[config.mk]
export PLATFORM = sky130hd
export DESIGN_NAME = mux_scan_sequencer_flat
export DESIGN_NICKNAME = d
export VERILOG_FILES = /design/src/rtl/mux_scan_sequencer_if.sv /design/src/rtl/mux_scan_sequencer.sv /design/src/flat_wrapper.sv
export SDC_FILE = /design/constraint.sdc
export NUM_CORES = 1
export LEC_CHECK = 0
export BUFFER_PORTS_ARGS = -buffer_cell sky130_fd_sc_hd__buf_2
export CORE_AREA = 8 8 81 83
export CTS_BUF_LIST = sky130_fd_sc_hd__clkbuf_4 sky130_fd_sc_hd__clkbuf_8 sky130_fd_sc_hd__clkbuf_16
export CTS_CLUSTER_SIZE = 25
export DETAILED_ROUTE_END_ITERATION = 7
export DIE_AREA = 0 0 89 91
export GPL_ROUTABILITY_DRIVEN = 0
export PLACE_DENSITY = 0.68
export SYNTH_ARGS = -nofsm -noshare
export SYNTH_HDL_FRONTEND = slang
export SYNTH_SLANG_ARGS = --single-unit
[constraint.sdc]
create_clock -name clk -period 2 [get_ports clk]
set_input_delay 0.3 -clock clk [delete_from_list [all_inputs] [get_ports clk]]
set_output_delay 0.3 -clock clk [all_outputs]
set_load 0.02 [all_outputs]
[src/rtl/mux_scan_sequencer_if.sv]
// mux_scan_sequencer_if: scan control, mux select/sample and word handshake bundle
interface mux_scan_sequencer_if #(parameter int SEL_W = 4);
  localparam int N_CH = 2 ** SEL_W;
  logic             start;
  logic             cont;
  logic [SEL_W-1:0] sel;
  logic             mux_out;
  logic [N_CH-1:0]  word;
  logic             word_valid;
  logic             word_ready;
  logic             busy;
  modport slave (input start, cont, mux_out, word_ready, output sel, word, word_valid, busy);
  modport master (output start, cont, mux_out, word_ready, input sel, word, word_valid, busy);
endinterface

[src/rtl/mux_scan_sequencer.sv]
// mux_scan_sequencer: walks a mux select over all channels and assembles sampled bits into a word
module mux_scan_sequencer #(
  parameter int SEL_W  = 4,
  parameter int SETTLE = 1
) (
  input logic clk,
  input logic rst,
  mux_scan_sequencer_if.slave bus
);
  localparam int N_CH = 2 ** SEL_W;
  typedef enum logic [1:0] {S_IDLE, S_SETTLE, S_SAMPLE, S_DONE} state_t;
  localparam state_t FIRST = (SETTLE == 0) ? S_SAMPLE : S_SETTLE;
  localparam logic [3:0] CNT0 = 4'(SETTLE);
  localparam logic [SEL_W-1:0] LAST = SEL_W'(N_CH - 1);
  state_t state_q, state_d;
  logic [SEL_W-1:0] sel_q, sel_d;
  logic [3:0] cnt_q, cnt_d;
  logic [N_CH-1:0] shadow_q, shadow_d, word_q, word_d;
  logic valid_q, valid_d;
  always_comb begin
    state_d  = state_q;
    sel_d    = sel_q;
    cnt_d    = cnt_q;
    shadow_d = shadow_q;
    word_d   = word_q;
    valid_d  = valid_q;
    case (state_q)
      S_IDLE: if (bus.start) begin
        sel_d   = '0;
        cnt_d   = CNT0;
        state_d = FIRST;
      end
      S_SETTLE: begin
        cnt_d = cnt_q - 4'd1;
        if (cnt_q == 4'd1) state_d = S_SAMPLE;
      end
      S_SAMPLE: begin
        shadow_d[sel_q] = bus.mux_out;
        if (sel_q != LAST) begin
          sel_d   = sel_q + SEL_W'(1);
          cnt_d   = CNT0;
          state_d = FIRST;
        end else begin
          // shadow_d already carries the last channel's sample
          word_d  = shadow_d;
          valid_d = 1'b1;
          state_d = S_DONE;
        end
      end
      S_DONE: if (bus.word_ready) begin
        valid_d = 1'b0;
        sel_d   = '0;
        cnt_d   = CNT0;
        state_d = bus.cont ? FIRST : S_IDLE;
      end
      default: state_d = S_IDLE;
    endcase
  end
  always_ff @(posedge clk) begin
    if (rst) begin
      state_q  <= S_IDLE;
      sel_q    <= '0;
      cnt_q    <= '0;
      shadow_q <= '0;
      word_q   <= '0;
      valid_q  <= 1'b0;
    end else begin
      state_q  <= state_d;
      sel_q    <= sel_d;
      cnt_q    <= cnt_d;
      shadow_q <= shadow_d;
      word_q   <= word_d;
      valid_q  <= valid_d;
    end
  end
  assign bus.sel        = sel_q;
  assign bus.word       = word_q;
  assign bus.word_valid = valid_q;
  assign bus.busy       = state_q != S_IDLE;
endmodule

[src/flat_wrapper.sv]
// flat-port wrapper written by rule: the top's interface ports become plain ports
module mux_scan_sequencer_flat 
#(
  parameter int SEL_W  = 4,
  parameter int SETTLE = 1
)
  (clk, rst, bus_start, bus_cont, bus_mux_out, bus_word_ready, bus_sel, bus_word, bus_word_valid, bus_busy);
  mux_scan_sequencer_if #(.SEL_W(SEL_W)) bus_i ();
  input logic clk;
  input logic rst;
  input wire logic [$bits(bus_i.start)-1:0] bus_start;
  input wire logic [$bits(bus_i.cont)-1:0] bus_cont;
  input wire logic [$bits(bus_i.mux_out)-1:0] bus_mux_out;
  input wire logic [$bits(bus_i.word_ready)-1:0] bus_word_ready;
  output wire logic [$bits(bus_i.sel)-1:0] bus_sel;
  output wire logic [$bits(bus_i.word)-1:0] bus_word;
  output wire logic [$bits(bus_i.word_valid)-1:0] bus_word_valid;
  output wire logic [$bits(bus_i.busy)-1:0] bus_busy;
  assign bus_i.start = bus_start;
  assign bus_i.cont = bus_cont;
  assign bus_i.mux_out = bus_mux_out;
  assign bus_i.word_ready = bus_word_ready;
  assign bus_sel = bus_i.sel;
  assign bus_word = bus_i.word;
  assign bus_word_valid = bus_i.word_valid;
  assign bus_busy = bus_i.busy;
  mux_scan_sequencer #(.SEL_W(SEL_W), .SETTLE(SETTLE)) u_core (.clk(clk), .rst(rst), .bus(bus_i));
endmodule
Yosys cells after proc, flatten, opt, wreduce, memory -nomap -nowiden
Cells that the tools add are included.
{"block": "classes", "add_sub_neg": 2, "n_lt_le_gt_ge": 2, "eq_ne": 10, "mux": 20, "n_bitwise": 1, "n_reduce_logical": 10}
{"cell": "$mux W4", "n": 6}
{"cell": "$bwmux W16", "n": 1}
{"cell": "$pmux W4 S4", "n": 1}
{"cell": "$pmux W4 S3", "n": 1}
{"cell": "$reduce_and A3 Y1", "n": 3}
{"cell": "$mux W2", "n": 4}
{"cell": "$pmux W2 S4", "n": 1}
{"cell": "$ne A2 B2 Y1 const B", "n": 3}
{"cell": "$lt A4 B5 Y1 const B", "n": 1}
{"cell": "$add A4 B1 Y4 const B", "n": 1}
{"cell": "$demux W1 S4", "n": 1}
{"cell": "$eq A2 B2 Y1 const B", "n": 2}
{"cell": "$eq A4 B1 Y1 const B", "n": 1}
{"cell": "$ge A4 B1 Y1 const B", "n": 1}
{"cell": "$mux W1", "n": 4}
{"cell": "$ne A2 B1 Y1 const B", "n": 2}
{"cell": "$ne A4 B4 Y1 const B", "n": 1}
{"cell": "$reduce_and A4 Y1", "n": 1}
{"cell": "$reduce_bool A2 Y1", "n": 2}
{"cell": "$sub A4 B1 Y4 const B", "n": 1}
{"cell": "$reduce_bool A3 Y1", "n": 1}
{"cell": "$eq A2 B1 Y1 const B", "n": 1}
{"cell": "$logic_not A2 Y1", "n": 1}
{"cell": "$pmux W1 S2", "n": 1}
{"cell": "other kinds (3)", "n": 3}
{"block": "totals", "reg_bits": 43, "in_bits": 6}

Depth between registers and ports, before layout
Gate-level depths: netlist (run 1).
{"block": "logic_depth", "depth_word": 5, "depth_mapped": 8, "ltp_nobuf": 5}

Worst setup path before layout (run 1)
Ideal clock, no wire load.
{"block": "synth_path", "path_kind": "flip-flop to flip-flop", "start": "register u_core.state_q[0]", "end": "register u_core.cnt_q[3]", "arrival_time_ns": 1.652, "setup_slack_ns": 0.287, "stages_incl_launch_ff": 8, "n_path_buf": 2, "synth_period_minus_slack_ns": 1.713, "path_cell_list": "dfxtp_1 -> inv_1 -> ha_1 -> buf_2 -> and4_1 -> clkbuf_1 -> nor4_1 -> a32o_1"}
{"block": "synth_between", "elab_chain_len": 3}
{"element": "start: declaration", "line": "mux_scan_sequencer.sv:15", "rtl": "state_t state_q, state_d;"}
{"element": "start signal: assignment", "line": "mux_scan_sequencer.sv:68", "rtl": "state_q <= state_d;"}
{"element": "$eq A2 B2 Y1 / $logic_not A2 Y1 (equally long branches)", "line": "mux_scan_sequencer.sv:27", "rtl": "case (state_q)"}
{"element": "$ne A2 B1 Y1 (no source line) / $ne A2 B2 Y1 (equally long branches)"}
{"element": "$reduce_and A3 Y1 (no source line)"}
{"element": "end signal: assignment", "line": "mux_scan_sequencer.sv:70", "rtl": "cnt_q <= cnt_d;"}
{"element": "end: declaration", "line": "mux_scan_sequencer.sv:17", "rtl": "logic [3:0] cnt_q, cnt_d;"}
Parallel ways exist; a longest one is shown, timed or not.
A chain may end at the register's enable or synchronous reset.

Final worst setup path (run 1)
{"block": "layout_path", "start": "register u_core.state_q[1]", "end": "register u_core.sel_q[3] (netlist: u_core.bus.sel[3])"}
{"block": "layout_between", "elab_chain_len": 3}
{"element": "$eq A2 B2 Y1 / $logic_not A2 Y1 (equally long branches)", "line": "mux_scan_sequencer.sv:27"}
{"element": "$ne A2 B1 Y1 (no source line), or another cell as far along"}
{"element": "$reduce_and A4 Y1 (no source line)"}
{"element": "end signal: assignment", "line": "mux_scan_sequencer.sv:69", "rtl": "sel_q <= sel_d;"}
{"element": "end: declaration", "line": "mux_scan_sequencer.sv:16", "rtl": "logic [SEL_W-1:0] sel_q, sel_d;"}
Parallel ways exist; a longest one is shown, timed or not.

==> run_results.csv, run 1 <==
group,metric,value,unit
die,die_height,91,um
synthesis,synth.yosys.warnings,0,
route,wirelength,4496,um
worst_setup_path,ff2ff_setup_slack,0.17,ns
global_routing,first_global_vias,1621,
timing,post-route-min-period,1.834,ns
hold_path,min-delay-start,"bus_cont",
global_routing,grt_start_max_net_pins,44,
synthesis,synthesis.instances,239,
power_and_ir_drop,p_leak,1.022,nW
synthesis,synth-edff-count,0,
timing,max_freq,0.5452,GHz
die,dieWidth,89,um
die,core_area,5338,um^2
placement,placed_area,2266,um^2
placement,dpl.hpwl,3142,um
synthesis,post_synth_num_cell_types,35,
timing,worst_clock_skew,0.002794,ns
clock_tree,worstSkewPairLatency,0.29,ns
timing,final-max-slew-violation-count,0,
worst_setup_path,cp_cell_sequence,"ha_1 > nor2b_1 > nor3_1 > a221o_1",
worst_setup_path,endpoint_kind,"flip-flop",
worst_setup_path,timing.critical_path.from_type,"flip-flop",
hold_path,worstHoldPathType,"in2reg",
synthesis,yosysTopAreaCellShare,0.4083,
clock_tree,max-clock-path-buffers,2,
timing,hold_viol,0,
clock_tree,cts_resized,0,
worst_setup_path,crit_required,2.18,ns
die,initial_core_util,0.3858,
placement,io_port_bufs,27,
finish,final_nets,279,
power_and_ir_drop,vdd_ir_drop_max,0.4920,mV
synthesis,syn-cell-area,2059,um^2
finish,layout.cell_area.non_filler,2380,um^2
route,drt_first_pass_iters,4,
synthesis,synthesized_flop_and_latch_total,42,
clock_tree,clock_sink_count,42,
worst_setup_path,r2r_cells,4,
worst_setup_path,critical_path_peak_fanout,8,
outcome,result_of_the_run,"finished clean",
finish,post_layout_nonfiller_instances,334,
synthesis,avgSynthCellArea,8.617,um^2
synthesis,yosysTopAreaCell,"sky130_fd_sc_hd__dfxtp_1",
route,drt-initial-drc-count,97,
synthesis,async_flop_share,0,
die,floorplan.die_area,8099,um^2
synthesis,yosys_most_used_dff,"sky130_fd_sc_hd__dfxtp_1",
worst_setup_path,worst_path_largest_cell_delay,0.52,ns
synthesis,post_synthesis_sequential_area_ratio,0.4083,
die,i_o_pin_count,28,
worst_setup_path,critPathSlowestCell,"sky130_fd_sc_hd__nor2b_1",
global_routing,globalRoute.totalOverflow,0,
hold_path,whs_endpoint,"u_core.state_q[0]",
clock_tree,cts.clk_slew.worst_paths,0.08,ns
timing,worstMarginPinSlew,0.6081,ns
timing,fin_setup_tns,0,ns
worst_setup_path,r2r-start,"u_core.state_q[1]",
clock_tree,cts_max_level,2,
placement,dp.cells,326,
finish,antenna-diode-count,0,
timing,grt_setup_unrepaired,"false",
clock_tree,post_cts_buffers,0,
global_routing,antenna_found_initial,0,
synthesis,synth_most_common_cell,"sky130_fd_sc_hd__dfxtp_1",
synthesis,synthTopCellsByArea,"sky130_fd_sc_hd__dfxtp_1 (41%), sky130_fd_sc_hd__ha_1 (7.3%), sky130_fd_sc_hd__mux2i_1 (6.8%)",
power_and_ir_drop,powerDensity,915.4,nW/um^2
finish,area_growth,15.55,%
route,final_antenna_net_count,0,
timing,setup_viol_count_final,0,
hold_path,timing.hold.worst_path_depth,3,
clock_tree,tritoncts.num_buffers,5,
route,post_drt_via_cell_ratio,5.159,
clock_tree,cts_root_buffer,"sky130_fd_sc_hd__clkbuf_8",
timing,maxSlewHeadroom,0.5938,
global_routing,track_usage,0.1173,
job,cap_viol_max_count,0,
route,num_vias,1723,
finish,final_core_util,0.4459,
clock_tree,cts_hold_repair.buffers,0,
worst_setup_path,cp_data_arrival_time,2.02,ns
worst_setup_path,path_class,"reg2reg",
synthesis,synth_common_cells,"sky130_fd_sc_hd__dfxtp_1 (42), sky130_fd_sc_hd__nand2_1 (30), sky130_fd_sc_hd__a21oi_1 (22), sky130_fd_sc_hd__nor2_1 (19), sky130_fd_sc_hd__clkbuf_1 (16)",
timing,hold_slack,0.3860,ns
route,post-route-drc-count,0,
finish,post_route_cells_drive_above_1_share,0.1794,
worst_setup_path,rr_endpoint,"u_core.bus.sel[3]",
die,fp-row-count,27,
global_routing,first_pass_grt_wire_length,7755,um
timing,timing.final.crit_share,0.9171,
route,detail_route.wl_per_cell,13.46,um
clock_tree,tritoncts,"done",
synthesis,synth.net_count,257,
==> how the worst max path moves through the flow <==
stage,startpoint,endpoint,slack [ns],cells past startpoint
4_1_cts,u_core.state_q[1],u_core.bus.sel[3],0.19,5
5_1_grt,u_core.state_q[0],u_core.cnt_q[3],0.04,5
6_report,u_core.state_q[1],u_core.bus.sel[3],0.17,4
3_5_place_dp,u_core.state_q[1],u_core.bus.sel[3],0.22,5
3_3_place_gp,u_core.state_q[1],u_core.bus.sel[3],0.21,5
2_1_floorplan,u_core.state_q[0],u_core.cnt_q[3],0.29,7
==> layout by cell type (no fill, tap or decap), types with 2 or more instances in the layout <==
| cell type | netlist | layout |
|---|---|---|
| sky130_fd_sc_hd__a211oi_1 | 2 | 2 |
| sky130_fd_sc_hd__a21oi_1 | 22 | 22 |
| sky130_fd_sc_hd__a32o_1 | 5 | 5 |
| sky130_fd_sc_hd__and4_1 | 2 | 2 |
| sky130_fd_sc_hd__buf_2 | 3 | 27 |
| sky130_fd_sc_hd__buf_4 | 0 | 8 |
| sky130_fd_sc_hd__clkbuf_8 | 0 | 5 |
| sky130_fd_sc_hd__dfxtp_1 | 42 | 42 |
| sky130_fd_sc_hd__ha_1 | 12 | 12 |
| sky130_fd_sc_hd__inv_1 | 10 | 10 |
| sky130_fd_sc_hd__mux2i_1 | 14 | 14 |
| sky130_fd_sc_hd__nand2_1 | 30 | 30 |
| sky130_fd_sc_hd__nand2b_1 | 5 | 5 |
| sky130_fd_sc_hd__nand3_1 | 4 | 4 |
| sky130_fd_sc_hd__nand4_1 | 9 | 9 |
| sky130_fd_sc_hd__nand4b_1 | 8 | 8 |
| sky130_fd_sc_hd__nor2_1 | 19 | 19 |
| sky130_fd_sc_hd__nor2b_1 | 8 | 8 |
| sky130_fd_sc_hd__nor3_1 | 2 | 2 |
| sky130_fd_sc_hd__o2111ai_1 | 3 | 3 |
| sky130_fd_sc_hd__o21ai_0 | 7 | 7 |
| sky130_fd_sc_hd__o31ai_1 | 2 | 2 |
==> worst max-delay path, delay by kind of cell, from the launching register on <==
family	cells	cell delay, ns
and+or+nand+nor	2	0.72
DFF	1	0.42
AOI/OAI and AO/OA	1	0.36
adders and majority gates	1	0.22
==> sequential cells by signal (all words and copies together), names as in the netlist <==
register and cells:
u_core.bus.sel 4, u_core.shadow_q 15, u_core.cnt_q 4, u_core.bus.word_valid 1, u_core.state_q 2, u_core.bus.word 16
==> through the flow <==
stage          power (mW)  setup WS (ns)
6_report            2.178         0.1659
5_1_grt             2.306        0.03930
4_1_cts             2.190         0.1907
3_5_place_dp        1.519         0.2238
3_3_place_gp        1.512         0.2057
2_1_floorplan       1.374         0.2874
==> power by group <==
group	internal [mW]	total [mW]	switching, mW	leakage, nW
clock	0.386	0.676	0.290	0.0548
combinational	0.228	0.571	0.343	0.628
sequential	0.883	0.931	0.0485	0.339
==> area by class of cell <==
type / count / area [um^2]
fill: 540 / 2958
timing repair buffer: 35 / 195.2
sequential: 42 / 840.8
inverter: 10 / 37.54
multi-input combinational: 167 / 1102
clock buffer: 6 / 76.32
tap: 72 / 90.09
clock inverter: 2 / 37.54
==> per-layer routing <==
layer | global-route usage | wire length, um
met3 | 0.02162 | 104
met4 | 0.04577 | 65
met5 | 0 | 0
met1 | 0.1578 | 2229
met2 | 0.1787 | 2095
==> cell families (layout without fill, tap and decap cells) <==
kind of cell | after synthesis | in the layout | share of synthesized area
AO/OA/AOI/OAI | 48 | 48 | 0.1561
multiplexers | 15 | 15 | 0.07351
adder cells (fa/ha/maj) | 12 | 12 | 0.07290
flip-flops | 42 | 42 | 0.4083
buffers and inverters | 30 | 53 | 0.05650
AND/OR/NAND/NOR | 92 | 92 | 0.2327
Note: power is estimated with default switching activity, not from simulation.
==> inputs of run 2 (changes only) <==
Settings changed: ABC_CLOCK_PERIOD_IN_PS from default to 2000, CELL_PAD_IN_SITES_DETAIL_PLACEMENT from default to 0, CELL_PAD_IN_SITES_GLOBAL_PLACEMENT from default to 2, CORE_AREA 8 8 81 83 to 8 8 87 89, DIE_AREA 0 0 89 91 to 0 0 95 97, PLACE_DENSITY 0.68 to 0.87.
==> run 2 against run 1 <==
  * Combinational power grew 4.2%
  * Sequential cell count unchanged
  * Register-to-register slack about the same
  * Worst setup slack improved by 0.013 ns
  * Total power increased by 1.6%
  * Non-clock buffer count up 1
  * Via count increased by 0.70%
  * Largest power group unchanged
==> run_results.csv, run 2 (synthesis results as in run 1) <==
group,metric,value,unit
outcome,result_of_the_run,"finished clean",
worst_setup_path,crit_required,2.20,ns
clock_tree,tritoncts.num_buffers,5,
finish,layout.cells.most_common_list,"sky130_fd_sc_hd__dfxtp_1 (42), sky130_fd_sc_hd__nand2_1 (30), sky130_fd_sc_hd__buf_2 (27)",
clock_tree,cts_root_buffer,"sky130_fd_sc_hd__clkbuf_8",
clock_tree,max-clock-path-buffers,2,
timing,worstMarginPinSlew,0.5982,ns
clock_tree,cts_max_level,2,
hold_path,worstHoldPathType,"in2reg",
route,drt-initial-drc-count,115,
timing,maxSlewHeadroom,0.6004,
power_and_ir_drop,vdd_ir_drop_max,0.4745,mV
clock_tree,cts.clk_slew.worst_paths,0.09,ns
route,final_antenna_net_count,0,
global_routing,track_usage,0.1119,
die,initial_core_util,0.3319,
job,cap_viol_max_count,0,
route,drt_first_pass_iters,4,
timing,max_freq,0.5491,GHz
worst_setup_path,worst_path_dominant_cell_family,"simple AND/OR/NAND/NOR gates",
global_routing,first_global_vias,1773,
worst_setup_path,path_class,"reg2reg",
worst_setup_path,worst_path_largest_cell_delay,0.52,ns
finish,flip_flop_count_of_the_largest_register_after_layout,16,
clock_tree,post_cts_buffers,0,
worst_setup_path,critPathBufInv,0,
timing,final-max-slew-violation-count,0,
timing,post-route-min-period,1.821,ns
die,die_height,97,um
timing,worst_clock_skew,0.01217,ns
die,dieWidth,95,um
die,i_o_pin_count,28,
worst_setup_path,timing.critical_path.from_type,"flip-flop",
route,post_drt_via_cell_ratio,5.103,
finish,final_nets,280,
global_routing,globalRoute.totalOverflow,0,
clock_tree,cts_hold_repair.buffers,0,
worst_setup_path,critPathSlowestCell,"sky130_fd_sc_hd__nor2b_1",
route,num_vias,1735,
clock_tree,cts_resized,0,
placement,io_port_bufs,27,
die,fp-row-count,29,
placement,dp_slack,0.1810,ns
clock_tree,worstSkewPairLatency,0.30,ns
timing,timing.final.crit_share,0.9107,
timing,grt_setup_unrepaired,"false",
finish,final_core_util,0.3860,
worst_setup_path,cp_cell_sequence,"ha_1 > nor2b_1 > nor3_1 > a221o_1",
worst_setup_path,endpoint_kind,"flip-flop",
finish,post_route_cells_drive_above_1_share,0.1863,
die,floorplan.die_area,9215,um^2
global_routing,first_pass_grt_wire_length,8404,um
clock_tree,tritoncts,"done",
global_routing,antenna_found_initial,0,
power_and_ir_drop,fin_total_pwr,2.213,mW
power_and_ir_drop,p_leak,1.033,nW
timing,setup_viol_count_final,0,
finish,antenna-diode-count,0,
finish,area_growth,16.28,%
die,core_area,6205,um^2
route,detail_route.wl_per_cell,14.04,um
finish,layout.cells.most_common,"sky130_fd_sc_hd__dfxtp_1",
timing,hold_viol,0,
worst_setup_path,critical_path_peak_fanout,8,
finish,number_of_filler_cells_placed_in_the_layout,671,
timing,finalWorstSetupSlack,0.1787,ns
placement,dpl.hpwl,3342,um
hold_path,timing.hold.worst_path_depth,3,
route,post-route-drc-count,0,
route,wirelength,4775,um
clock_tree,clock_sink_count,42,
power_and_ir_drop,powerDensity,923.9,nW/um^2
global_routing,grt_start_max_net_pins,44,
worst_setup_path,r2r_cells,4,
worst_setup_path,cp_data_arrival_time,2.02,ns
worst_setup_path,timing.critical_path.depth,4,
timing,fin_setup_tns,0,ns
run 2: cell types whose count changed in the layout (fill, tap and decap cells not counted):
cell	delta
sky130_fd_sc_hd__clkinvlp_4	-1
sky130_fd_sc_hd__buf_4	+1
sky130_fd_sc_hd__nor2b_1	-1
sky130_fd_sc_hd__clkbuf_4	-1
sky130_fd_sc_hd__inv_6	+1
sky130_fd_sc_hd__nor2b_2	+1
sky130_fd_sc_hd__clkinv_2	+1
run 2: path summary, 6_finish.rpt:
| kind | startpoint | endpoint | slack, ns |
|---|---|---|---|
| min reg2reg | u_core.bus.word[1] | u_core.bus.word[1] | 0.45 |
| min | bus_cont | u_core.state_q[0] | 0.38 |
| max | u_core.state_q[1] | u_core.bus.sel[3] | 0.18 |
| max reg2reg | u_core.state_q[1] | u_core.bus.sel[3] | 0.18 |
run 2: tightest hold or removal path, stage by stage:
cell,delay (ns)
sky130_fd_sc_hd__buf_2,0.07
sky130_fd_sc_hd__a21o_1,0.10
sky130_fd_sc_hd__o221a_1,0.18
run 2: area by class of cell:
| class | instances | area (um^2) | share of cell area |
|---|---|---|---|
| clock inverter | 3 | 43.79 | 0.01829 |
| inverter | 10 | 37.54 | 0.01567 |
| tap | 77 | 96.34 | 0.04023 |
| multi-input combinational | 167 | 1105 | 0.4613 |
| sequential | 42 | 840.8 | 0.3511 |
| timing repair buffer | 36 | 202.7 | 0.08464 |
| clock buffer | 5 | 68.82 | 0.02874 |
run 2: where the power goes:
part | total [mW] | internal (mW) | leakage (nW) | switching [mW]
combinational | 0.595 | 0.242 | 0.635 | 0.353
clock | 0.687 | 0.374 | 0.0585 | 0.313
sequential | 0.931 | 0.883 | 0.339 | 0.0481
run 2: metrics by stage:
stage,instance area [um^2],hold WS [ns],cells
finish,2395,0.3750,340
detailed placement,2280,0.4442,332
CTS,2392,0.3648,340
global route,2395,0.4072,340
global placement,2280,0.4431,332
floorplan,2059,0.4284,239
run 2: layer usage:
metal	GRT usage	vias to the layer above	routed length, um
met5	0	-	0
met4	0.05168	0	75
met3	0.03864	6	283
met2	0.1734	23	2195
met1	0.1343	817	2220
li1	-	889	-
==> inputs of run 3 (changes only) <==
--- a/config.mk
+++ b/config.mk
@@ -10,11 +10,12 @@
 export CELL_PAD_IN_SITES_DETAIL_PLACEMENT = 0
 export CELL_PAD_IN_SITES_GLOBAL_PLACEMENT = 2
-export CORE_AREA = 8 8 87 89
+export CORE_AREA = 2 2 81 83
 export CTS_BUF_LIST = sky130_fd_sc_hd__clkbuf_4 sky130_fd_sc_hd__clkbuf_8 sky130_fd_sc_hd__clkbuf_16
 export CTS_CLUSTER_SIZE = 25
 export DETAILED_ROUTE_END_ITERATION = 7
-export DIE_AREA = 0 0 95 97
+export DIE_AREA = 0 0 83 85
 export GPL_ROUTABILITY_DRIVEN = 0
 export PLACE_DENSITY = 0.87
+export REMOVE_ABC_BUFFERS = 1
 export SYNTH_ARGS = -nofsm -noshare
 export SYNTH_HDL_FRONTEND = slang
==> constraint.sdc (replaced) <==
create_clock -name clk -period 2 [get_ports clk]
set_input_delay 0 -clock clk [delete_from_list [all_inputs] [get_ports clk]]
set_output_delay 0 -clock clk [all_outputs]
set_load 0.02 [all_outputs]
==> run 3 against run 2 <==
  * Register-to-register slack better by 0.02 ns
  * Utilization fell by 0.34 points
  * Die area down 23%
  * Routed wire length is 1.3% lower
  * Via count hardly changed
  * Clock power decreased by 15%
  * Sequential power hardly changed
  * Worst setup slack gained 0.019 ns
  * Critical path type unchanged
==> run_results.csv, run 3 (synthesis results as in run 1) <==
group,metric,value,unit
outcome,result_of_the_run,"finished clean",
timing,grt_setup_unrepaired,"false",
finish,antenna-diode-count,0,
timing,finalWorstSetupSlack,0.1975,ns
die,die_height,85,um
finish,layout.cells.most_common_list,"sky130_fd_sc_hd__dfxtp_1 (42), sky130_fd_sc_hd__nand2_1 (30), sky130_fd_sc_hd__buf_2 (27)",
timing,setup_viol_count_final,0,
worst_setup_path,path_class,"reg2reg",
worst_setup_path,critical_path_peak_fanout,7,
finish,flip_flop_count_of_the_largest_register_after_layout,16,
global_routing,first_global_vias,1703,
power_and_ir_drop,total_internal_power,1.372,mW
route,num_vias,1736,
timing,worstMarginPinSlew,0.5530,ns
timing,max_freq,0.5548,GHz
clock_tree,worstSkewPairLatency,0.30,ns
job,cap_viol_max_count,0,
route,drt_first_pass_iters,4,
global_routing,first_pass_grt_wire_length,8073,um
route,post_drt_via_cell_ratio,5.106,
die,core_area,6205,um^2
worst_setup_path,endpoint_kind,"flip-flop",
power_and_ir_drop,power_frac_clock,0.277,
worst_setup_path,crit_required,2.20,ns
clock_tree,tritoncts.num_buffers,5,
power_and_ir_drop,p_sw,0.7355,mW
finish,final_nets,280,
global_routing,grt_start_max_net_pins,28,
timing,maxSlewHeadroom,0.6306,
die,floorplan.die_area,7055,um^2
timing,post-route-min-period,1.802,ns
timing,worst_clock_skew,0.009106,ns
clock_tree,cts_hold_repair.buffers,0,
power_and_ir_drop,fin_total_pwr,2.107,mW
placement,dp_slack,0.2158,ns
global_routing,track_usage,0.1383,
power_and_ir_drop,vdd_ir_drop_max,0.3523,mV
hold_path,worstHoldPathType,"in2reg",
timing,timing.final.crit_share,0.9012,
die,fp-row-count,29,
die,initial_core_util,0.3319,
placement,dpl.hpwl,3162,um
timing,hold_viol,0,
global_routing,globalRoute.totalOverflow,0,
clock_tree,cts_root_buffer,"sky130_fd_sc_hd__clkbuf_8",
clock_tree,tritoncts,"done",
finish,post_route_cells_drive_above_1_share,0.1825,
power_and_ir_drop,power.share.sequential,0.443,
route,detail_route.wl_per_cell,13.86,um
power_and_ir_drop,part_of_the_power_in_combinational_logic,0.280,
clock_tree,max-clock-path-buffers,2,
clock_tree,cts_max_level,2,
finish,final_core_util,0.3825,
route,post-route-drc-count,0,
finish,layout.cells.most_common,"sky130_fd_sc_hd__dfxtp_1",
clock_tree,clock_sink_count,42,
die,dieWidth,83,um
clock_tree,post_cts_buffers,0,
timing,final-max-slew-violation-count,0,
worst_setup_path,cp_data_arrival_time,2.00,ns
finish,post_layout_nonfiller_instances,340,
clock_tree,cts_resized,0,
placement,io_port_bufs,27,
power_and_ir_drop,p_leak,1.018,nW
power_and_ir_drop,power_switching_share,0.3491,
die,i_o_pin_count,28,
clock_tree,cts.clk_slew.worst_paths,0.09,ns
worst_setup_path,timing.critical_path.from_type,"flip-flop",
global_routing,antenna_found_initial,0,
route,final_antenna_net_count,0,
finish,area_growth,15.25,%
placement,dp.cells,332,
power_and_ir_drop,powerDensity,887.7,nW/um^2
route,drt-initial-drc-count,100,
route,wirelength,4713,um
## run 3: changes by cell type in the layout (fill, tap and decap cells not counted), sizes merged
| cell | delta |
|---|---|
| clkinvlp | +1 |
| bufinv | -1 |
## run 3: path summary, 6_finish.rpt
| kind | startpoint | end | slack, ns | cells after the start |
|---|---|---|---|---|
| hold reg to reg | u_core.bus.word[1] | u_core.bus.word[1] | 0.45 | 2 |
| setup reg to reg | u_core.state_q[1] | u_core.bus.sel[3] | 0.20 | 5 |
| hold / removal | bus_cont | u_core.state_q[0] | 0.07 | 3 |
| setup / recovery | u_core.state_q[1] | u_core.bus.sel[3] | 0.20 | 5 |
## run 3: metrics by stage
step / hold WS, ns / TNS, ns / cell area (um^2)
after floorplan: 0.06625 / -1.365 / 1981
after global placement: 0.3857 / 0 / 2280
after detailed placement: 0.3919 / 0 / 2280
after CTS: 0.07457 / 0 / 2374
after global routing: 0.09193 / 0 / 2374
final: 0.07388 / 0 / 2374
## run 3: final cells by class
type / instances / area [um^2]
multi-input cells: 167 / 1102
flip-flops and latches: 42 / 840.8
clock inverters: 3 / 25.02
repair buffers: 36 / 202.7
clock buffers: 5 / 68.82
well taps: 77 / 96.34
inverters: 10 / 37.54
fillers: 648 / 3831
## run 3: worst max-delay path: stages (launching register included)
cell	delay, ns
sky130_fd_sc_hd__dfxtp_1	0.36
sky130_fd_sc_hd__inv_1	0.16
sky130_fd_sc_hd__ha_1	0.21
sky130_fd_sc_hd__nor2b_1	0.46
sky130_fd_sc_hd__nor3_1	0.16
sky130_fd_sc_hd__a221o_1	0.34
## run 3: metal layers
layer / global-route usage / wire length, um / vias to the layer above
met5: 0 / 0 / -
met2: 0.2397 / 2292 / 38
li1: - / - / 887
met1: 0.1693 / 2172 / 807
met3: 0.02724 / 189 / 4
met4: 0.05514 / 58 / 0
## run 3: power groups by stage
stage / clock network (mW) / registers, mW / logic [mW]
after floorplan: 0 / 0.950 / 0.400
after global placement: 0 / 0.949 / 0.578
after detailed placement: 0 / 0.952 / 0.589
after CTS: 0.611 / 0.931 / 0.593
after global routing: 0.631 / 0.942 / 0.661
final: 0.585 / 0.932 / 0.590
